===== config.mk =====
export PLATFORM = sky130hd
export DESIGN_NAME = pi2bpsk_seq
export DESIGN_NICKNAME = d
export VERILOG_FILES = /design/src/rtl/pi2bpsk_seq.sv
export SDC_FILE = /design/constraint.sdc
export NUM_CORES = 1
export LEC_CHECK = 0
export CAP_MARGIN = 30
export CORE_ASPECT_RATIO = 0.9
export CORE_UTILIZATION = 30
export CTS_CLUSTER_SIZE = 16
export DETAILED_ROUTE_END_ITERATION = 12
export GPL_TIMING_DRIVEN = 0
export PLACE_DENSITY = 0.52
export SYNTH_ARGS = -nofsm -noshare
export SYNTH_HDL_FRONTEND = slang
export SYNTH_SLANG_ARGS = --single-unit

===== constraint.sdc =====
create_clock -name i_clk -period 4.05 [get_ports i_clk]
set_clock_uncertainty 0.15 [all_clocks]
set_input_delay 0.81 -clock i_clk [delete_from_list [all_inputs] [get_ports i_clk]]
set_output_delay 0.81 -clock i_clk [all_outputs]
set_load 0.02 [all_outputs]

===== src/rtl/pi2bpsk_seq.sv =====
// pi/2-BPSK symbol sequencer: turns a counted stream of coded bits into
// phase indices (units of 2*pi/CYC_DIV) alternating between the two rotated constellations.
module pi2bpsk_seq #(
  parameter int CYC_DIV = 24,
  parameter int LEN_W   = 10
) (
  input  logic             i_clk,
  input  logic             i_rst_n,
  input  logic             i_start,
  input  logic [LEN_W-1:0] i_len,
  input  logic             i_abort,
  input  logic             i_bit_valid,
  input  logic             i_bit,
  output logic             o_bit_ready,
  output logic             o_sym_valid,
  output logic [4:0]       o_cyc_part,
  output logic             o_sym_last,
  input  logic             i_sym_ready,
  output logic             o_busy,
  output logic             o_done
);

  typedef enum logic [1:0] {
    S_IDLE,
    S_RUN,
    S_DRAIN,
    S_DONE
  } state_t;

  // Odd multiples of an eighth-cycle: even symbols use 1/8 and 5/8, odd ones 3/8 and 7/8.
  localparam logic [4:0] P_B0_EVEN = 5'(CYC_DIV / 8);
  localparam logic [4:0] P_B0_ODD  = 5'((3 * CYC_DIV) / 8);
  localparam logic [4:0] P_B1_EVEN = 5'((5 * CYC_DIV) / 8);
  localparam logic [4:0] P_B1_ODD  = 5'((7 * CYC_DIV) / 8);

  state_t           r_state;
  state_t           w_next;
  logic [LEN_W-1:0] r_remain;
  logic [LEN_W-1:0] r_index;
  logic             r_sym_valid;
  logic             r_sym_last;
  logic [4:0]       r_cyc_part;
  logic [4:0]       w_phase;
  logic             w_abort;
  logic             w_bit_xfer;
  logic             w_sym_xfer;
  logic             w_last_bit;

  assign w_abort     = i_abort && ((r_state == S_RUN) || (r_state == S_DRAIN));
  assign o_bit_ready = (r_state == S_RUN) && (!r_sym_valid || i_sym_ready);
  // An abort wins over any handshake that happens to complete in the same cycle.
  assign w_bit_xfer  = i_bit_valid && o_bit_ready && !w_abort;
  assign w_sym_xfer  = r_sym_valid && i_sym_ready && !w_abort;
  assign w_last_bit  = (r_remain == LEN_W'(1));

  assign o_sym_valid = r_sym_valid;
  assign o_sym_last  = r_sym_last;
  assign o_cyc_part  = r_cyc_part;
  assign o_busy      = (r_state != S_IDLE);
  assign o_done      = (r_state == S_DONE);

  always_comb begin
    w_phase = P_B0_EVEN;
    case ({i_bit, r_index[0]})
      2'b00:   w_phase = P_B0_EVEN;
      2'b01:   w_phase = P_B0_ODD;
      2'b10:   w_phase = P_B1_EVEN;
      default: w_phase = P_B1_ODD;
    endcase
  end

  always_ff @(posedge i_clk or negedge i_rst_n) begin
    if (!i_rst_n) r_state <= S_IDLE;
    else          r_state <= w_next;
  end

  always_comb begin
    w_next = r_state;
    case (r_state)
      S_IDLE: begin
        if (i_start) w_next = (i_len == '0) ? S_DONE : S_RUN;
      end
      S_RUN: begin
        if (w_abort)                      w_next = S_IDLE;
        else if (w_bit_xfer && w_last_bit) w_next = S_DRAIN;
      end
      S_DRAIN: begin
        if (w_abort)                       w_next = S_IDLE;
        else if (w_sym_xfer && r_sym_last) w_next = S_DONE;
      end
      default: w_next = S_IDLE;
    endcase
  end

  always_ff @(posedge i_clk or negedge i_rst_n) begin
    if (!i_rst_n) begin
      r_remain    <= '0;
      r_index     <= '0;
      r_sym_valid <= 1'b0;
      r_sym_last  <= 1'b0;
      r_cyc_part  <= '0;
    end else begin
      if ((r_state == S_IDLE) && i_start) begin
        r_remain <= i_len;
        r_index  <= '0;
      end else if (w_bit_xfer) begin
        r_remain <= r_remain - LEN_W'(1);
        r_index  <= r_index + LEN_W'(1);
      end

      // A new bit refills the output register even while the old symbol leaves.
      if (w_abort) begin
        r_sym_valid <= 1'b0;
        r_sym_last  <= 1'b0;
      end else if (w_bit_xfer) begin
        r_sym_valid <= 1'b1;
        r_cyc_part  <= w_phase;
        r_sym_last  <= w_last_bit;
      end else if (w_sym_xfer) begin
        r_sym_valid <= 1'b0;
        r_sym_last  <= 1'b0;
      end
    end
  end

endmodule

==> out/results.ini, run 1 <==
[status]
status=complete, no violations

[placed_design]
finalWeightedCongestion=0.717
dp_hpwl_um=1870
placedCellCount=186
port_buffers=26

[timing]
holdWs_ns=0.324
rsz0062_at_grt=false
maxSlewViolCount=0
setup_tns_ns=0
post-route-period-util_pct=78.9
relSlewSlack_pct=69.1
worstMarginPinSlew_ns=0.463
final_hold_viol_count=0
period_minus_slack_ns=3.19
setup_viol=0
fmax_mhz=313

[final_layout]
area_growth_syn_to_layout_pct=34.7
utilization_pct=44.1
final_nets=174
final_layout_size_suffix_gt1_share_pct=8.84
fillCellCount=360
fin_cells=191
diodes=0

[route]
drt_iter0_markers=27
totalWireLength_um=2440
first_pass_iters=4
vias_per_cell=4.77
wl_per_cell_um=12.8
postRouteAntennaNets=0
vias=912
drc_errors=0

[critical_path]
worst-path-buf-inv=2
path_max_fanout=5
cp_slowest_stage_delay_ns=0.59
crit_cells=4
cp_top_family=buffers and inverters
path_cells=clkdlybuf4s50_1, nand2b_1, and2_1, clkdlybuf4s50_1
critical_path_arrival_ns=2.23
endpoint_kind=output pin
crit_required_ns=3.09
crit_slowest_cell=clkdlybuf4s50_1
r2r_cells=7
cpMostUsedCell=clkdlybuf4s50_1
crit_path_start_kind=input port
worstSetupPathType=in -> out

[synthesis]
async_flop_share_pct=100
synth_most_common_cell=dfrtp_1
yosysSeqAreaShare_pct=43.7
synth_fp_nets=142
synth_area_um2=1150
yosysTopAreaCell=dfrtp_1
synth_area_per_cell_um2=9.88
ys_top_cells_by_count=dfrtp_1 (20), nor2_1 (15), a21oi_1 (11), ha_1 (9), xnor2_1 (9)
synthFlopType=dfrtp_1
yosys.cell_types.count=27
syn_inst=116
synth.area.top_cells=dfrtp_1 (44%), ha_1 (9.8%), xnor2_1 (6.9%), nor2_1 (4.9%), a21oi_1 (4.8%)
ys_seq_elements=20
synth_edf_count=0
synth_top_area_share_pct=43.7
yosys_warnings=0

[global_route]
first_global_vias=882
grt_usage_pct=13.7
antenna_found_initial=0
grt_max_degree=21
gr-total-overflow=0
grt_pass1_wl_um=4100

[clocking]
cts.sinks=20
cts_setup_buffers=0
cts.path.max_buffers=2
clock_latency_ns=0.26
cts_tree=yes
hold_buffers=0
cts_resized=0
htree_levels=1
cts_buffers=3
clk_pin_slew_ns=0.07
root_buffer=clkbuf_8

[power_and_ir_drop]
irDropWorstVdd_v=0.000242
switching_share_pct=38.9
power_frac_clock_pct=15.9
cellInternalPower_uw=599
switching_power_uw=382
seqPwrFrac_pct=36.5
power_per_cell_area_nw_per_um2=635
pwr-share-comb_pct=47.6
p_leak_uw=0.000631
power_uw=980

[floorplan]
dieArea_um2=4070
die_h_um=60.6
initial_core_util_pct=32.7
fp-row-count=20
top_level_ports=27
die_w_um=67.2
core_um2=3500

[worst_hold_path]
worstHoldPathType=reg -> reg
holdPathStages=1

[run]
drv_cap=0

-- power by group through the flow --
stage / registers [µW] / logic, µW / clock network (µW)
after floorplan: 375 / 290 / 0
after global placement: 359 / 460 / 0
after detailed placement: 362 / 463 / 0
after CTS: 357 / 469 / 164
after global routing: 371 / 522 / 170
final: 358 / 467 / 156
-- per-layer routing --
layer / wire length (µm) / share of wire, % / GRT usage, % / up-vias
met5: 0 / 0 / 0 / -
li1: - / - / - / 463
met4: 17 / 0.70 / 4.56 / 0
met1: 1180 / 48 / 18.6 / 434
met2: 1170 / 48 / 21.6 / 13
met3: 77 / 3.2 / 3.38 / 2
-- registers in the layout (all words and copies together) (netlist names) --
register / cells
o_sym_last: 1
o_sym_valid: 1
r_index: 1
r_state: 2
o_cyc_part: 5
r_remain: 10
-- path summary, 6_finish.rpt --
kind                                      startpoint                   endpoint  slack, ns
setup / recovery                         i_sym_ready                o_bit_ready       0.86
setup reg to reg              r_state[0]$_DFFE_PN0P_     r_state[0]$_DFFE_PN0P_       1.63
min in group asynchronous                    i_rst_n  o_cyc_part[4]$_DFFE_PN0P_       0.61
hold / removal             o_cyc_part[0]$_DFFE_PN0P_  o_cyc_part[0]$_DFFE_PN0P_       0.32
hold reg to reg            o_cyc_part[0]$_DFFE_PN0P_  o_cyc_part[0]$_DFFE_PN0P_       0.32
max in group asynchronous                    i_rst_n    r_remain[0]$_DFFE_PN0P_       2.80
-- kinds of logic (layout without fill, tap and decap cells) --
family,Yosys count,in the layout,share of synthesized area (%)
and+or+nand+nor,43,43,20.0
xor gates and xnor gates,10,10,7.64
muxes,5,5,4.91
DFF,20,20,43.7
buffers and inverters,9,40,2.95
adders and majority gates,9,9,9.83
AOI/OAI and AO/OA,20,20,11.0
-- layout by cell type (no fill, tap or decap), types with 2 or more instances in the layout --
| cell | Yosys | final |
|---|---|---|
| clkdlybuf4s50_1 | 0 | 26 |
| dfrtp_1 | 20 | 20 |
| nor2_1 | 15 | 15 |
| a21oi_1 | 11 | 11 |
| xnor2_1 | 9 | 9 |
| ha_1 | 9 | 9 |
| nand2_1 | 8 | 8 |
| inv_1 | 7 | 7 |
| nand2b_1 | 5 | 5 |
| nor3_1 | 4 | 4 |
| clkbuf_8 | 0 | 4 |
| mux2_2 | 3 | 3 |
| nor4_1 | 3 | 3 |
| a21boi_0 | 2 | 2 |
| nand3_1 | 2 | 2 |
| clkbuf_1 | 2 | 2 |
| o21ai_0 | 2 | 2 |
| mux2_1 | 2 | 2 |
| nand4_1 | 2 | 2 |
-- metrics by stage --
step                area (µm²)  setup WS (ns)
CTS                       1520          0.847
detailed placement        1460          0.852
floorplan                 1150           1.81
global placement          1460          0.850
global route              1540          0.774
finish                    1540          0.856
-- area by class of cell --
cell class                      count  area (µm²)  share of cell area (%)
Multi-Input combinational cell     87         612                    39.6
Sequential cell                    20         500                    32.4
Timing Repair Buffer               27         288                    18.6
Clock buffer                        4        55.1                    3.57
Tap cell                           44        55.1                    3.57
Inverter                            7        26.3                    1.70
Buffer                              2        7.51                   0.486
(Power assumes the default switching activity.)
==> run 2: changes to the inputs <==
--- a/config.mk
+++ b/config.mk
@@ -11,7 +11,7 @@
 export CTS_CLUSTER_SIZE = 16
 export DETAILED_ROUTE_END_ITERATION = 12
 export GPL_TIMING_DRIVEN = 0
-export PLACE_DENSITY = 0.52
+export PLACE_DENSITY = 0.54
 export SYNTH_ARGS = -nofsm -noshare
 export SYNTH_HDL_FRONTEND = slang
 export SYNTH_SLANG_ARGS = --single-unit
==> constraint.sdc (replaced) <==
create_clock -name i_clk -period 2.93 [get_ports i_clk]
set_clock_uncertainty 0.15 [all_clocks]
set_input_delay 0.586 -clock i_clk [delete_from_list [all_inputs] [get_ports i_clk]]
set_output_delay 0.586 -clock i_clk [all_outputs]
set_load 0.02 [all_outputs]
==> run 2 against run 1 <==
  * Total power grew 45%
  * Routed wire length fell by 0.37%
  * Combinational power up 37%
  * Clock-buffer cell count is 1 lower
  * Global-route usage about the same
  * Die area unchanged
  * Non-clock buffer count is 1 lower
  * Critical endpoint unchanged
==> out/results.ini, run 2 (synthesis gave the netlist of run 1 again) <==
[placed_design]
place_ws_ns=0.135
finalWeightedCongestion=0.774
dp_hpwl_um=1930
port_buffers=26
placedCellCount=186

[route]
drt_iter0_markers=28
met1Wirelength_um=1200
first_pass_iters=3
drc_errors=0
top_layer_used=met4
totalWireLength_um=2440
wl_per_cell_um=12.8
vias=904
wl_met3_um=83
postRouteAntennaNets=0
vias_per_cell=4.76
met2_length_um=1130

[run]
drv_cap=0

[clocking]
htree_levels=1
cts_resized=0
cts.path.max_buffers=2
clk_pin_slew_ns=0.08
cts.sinks=20
root_buffer=clkbuf_8
cts_tree=yes
cts_setup_buffers=0
clock_latency_ns=0.26
cts_buffers=3
hold_buffers=0

[global_route]
antenna_found_initial=0
gr-total-overflow=0
grt_max_degree=21
grt_pass1_wl_um=4110
first_global_vias=890
grt_usage_pct=13.7

[floorplan]
top_level_ports=27
die_w_um=67.2
core_um2=3500
initial_core_util_pct=32.7
die_h_um=60.6
dieArea_um2=4070
fp-row-count=20

[power_and_ir_drop]
irDropWorstVdd_v=0.000411
power_per_cell_area_nw_per_um2=924
p_leak_uw=0.000625

[final_layout]
layout_commonest_cell=clkdlybuf4s50_1
multiInputGateArea_um2=612
largest_register=r_remain
regArea_um2=500
fillCellCount=352
final_nets=173
utilization_pct=43.8
layout_common_cells=clkdlybuf4s50_1 (26), dfrtp_1 (20), nor2_1 (15), a21oi_1 (11)
final_layout_size_suffix_gt1_share_pct=8.22
largest_reg_flops=10
fin_cells=190
diodes=0
area_growth_syn_to_layout_pct=33.7

[timing]
holdWs_ns=0.328
maxSlewViolCount=0
worst_slack_ns=0.129
setup_viol=0
rsz0062_at_grt=false
relSlewSlack_pct=39.5
worstMarginPinSlew_ns=0.904
fmax_mhz=357
period_minus_slack_ns=2.80
post-route-period-util_pct=95.6
final_hold_viol_count=0
setup_tns_ns=0

[worst_hold_path]
holdPathStages=2
worstHoldPathType=reg -> reg
whs_endpoint=o_cyc_part[1]$_DFFE_PN0P_
hp-start=o_cyc_part[1]$_DFFE_PN0P_

[critical_path]
ff2ff_setup_slack_ns=0.50
path_max_fanout=5
r2r-start=r_state[0]$_DFFE_PN0P_
worstSetupPathType=in -> out
r2r_end=r_state[1]$_DFFE_PN0P_
crit_start=i_sym_ready
r2r_cells=7
crit_required_ns=2.19
endpoint_kind=output pin
critical_path_arrival_ns=2.06
crit_path_start_kind=input port

[status]
status=complete, no violations

run 2: worst max path at each step:
stage	to	slack, ns	cells after the start
2_1_floorplan	r_state[0]$_DFFE_PN0P_	0.70	5
3_3_place_gp	o_bit_ready	0.15	4
3_5_place_dp	o_bit_ready	0.13	4
4_1_cts	o_bit_ready	0.13	4
5_1_grt	o_bit_ready	0.09	4
6_report	o_bit_ready	0.13	4
run 2: power by group:
part | total, µW | switching [µW] | internal, µW
Sequential | 496 | 101 | 394
Combinational | 641 | 333 | 309
Clock | 280 | 97.0 | 183
Total | 1420 | 531 | 885
run 2: area by class of cell:
cell class,count,share of cell area [%]
Multi-Input combinational cell,87,39.9
Sequential cell,20,32.7
Timing Repair Buffer,26,17.0
Tap cell,44,3.59
Clock buffer,3,2.69
Clock inverter,1,1.96
Inverter,7,1.71
Buffer,2,0.490
run 2: layer usage:
layer / vias up / track usage, %
met2: 11 / 22.3
met3: 5 / 4.14
met4: 0 / 3.65
met1: 429 / 17.8
met5: - / 0
li1: 459 / -
run 2: stage by stage:
step | power (µW) | instance area, µm²
2_1_floorplan | 919 | 1150
3_3_place_gp | 1130 | 1460
3_5_place_dp | 1140 | 1460
4_1_cts | 1430 | 1530
5_1_grt | 1530 | 1530
6_report | 1420 | 1530
run 2: worst max-delay path, cell delays in order:
cell and delay [ns]:
clkdlybuf4s50_1 0.51, nand2b_1 0.21, and2_1 0.16, clkdlybuf4s50_1 0.60
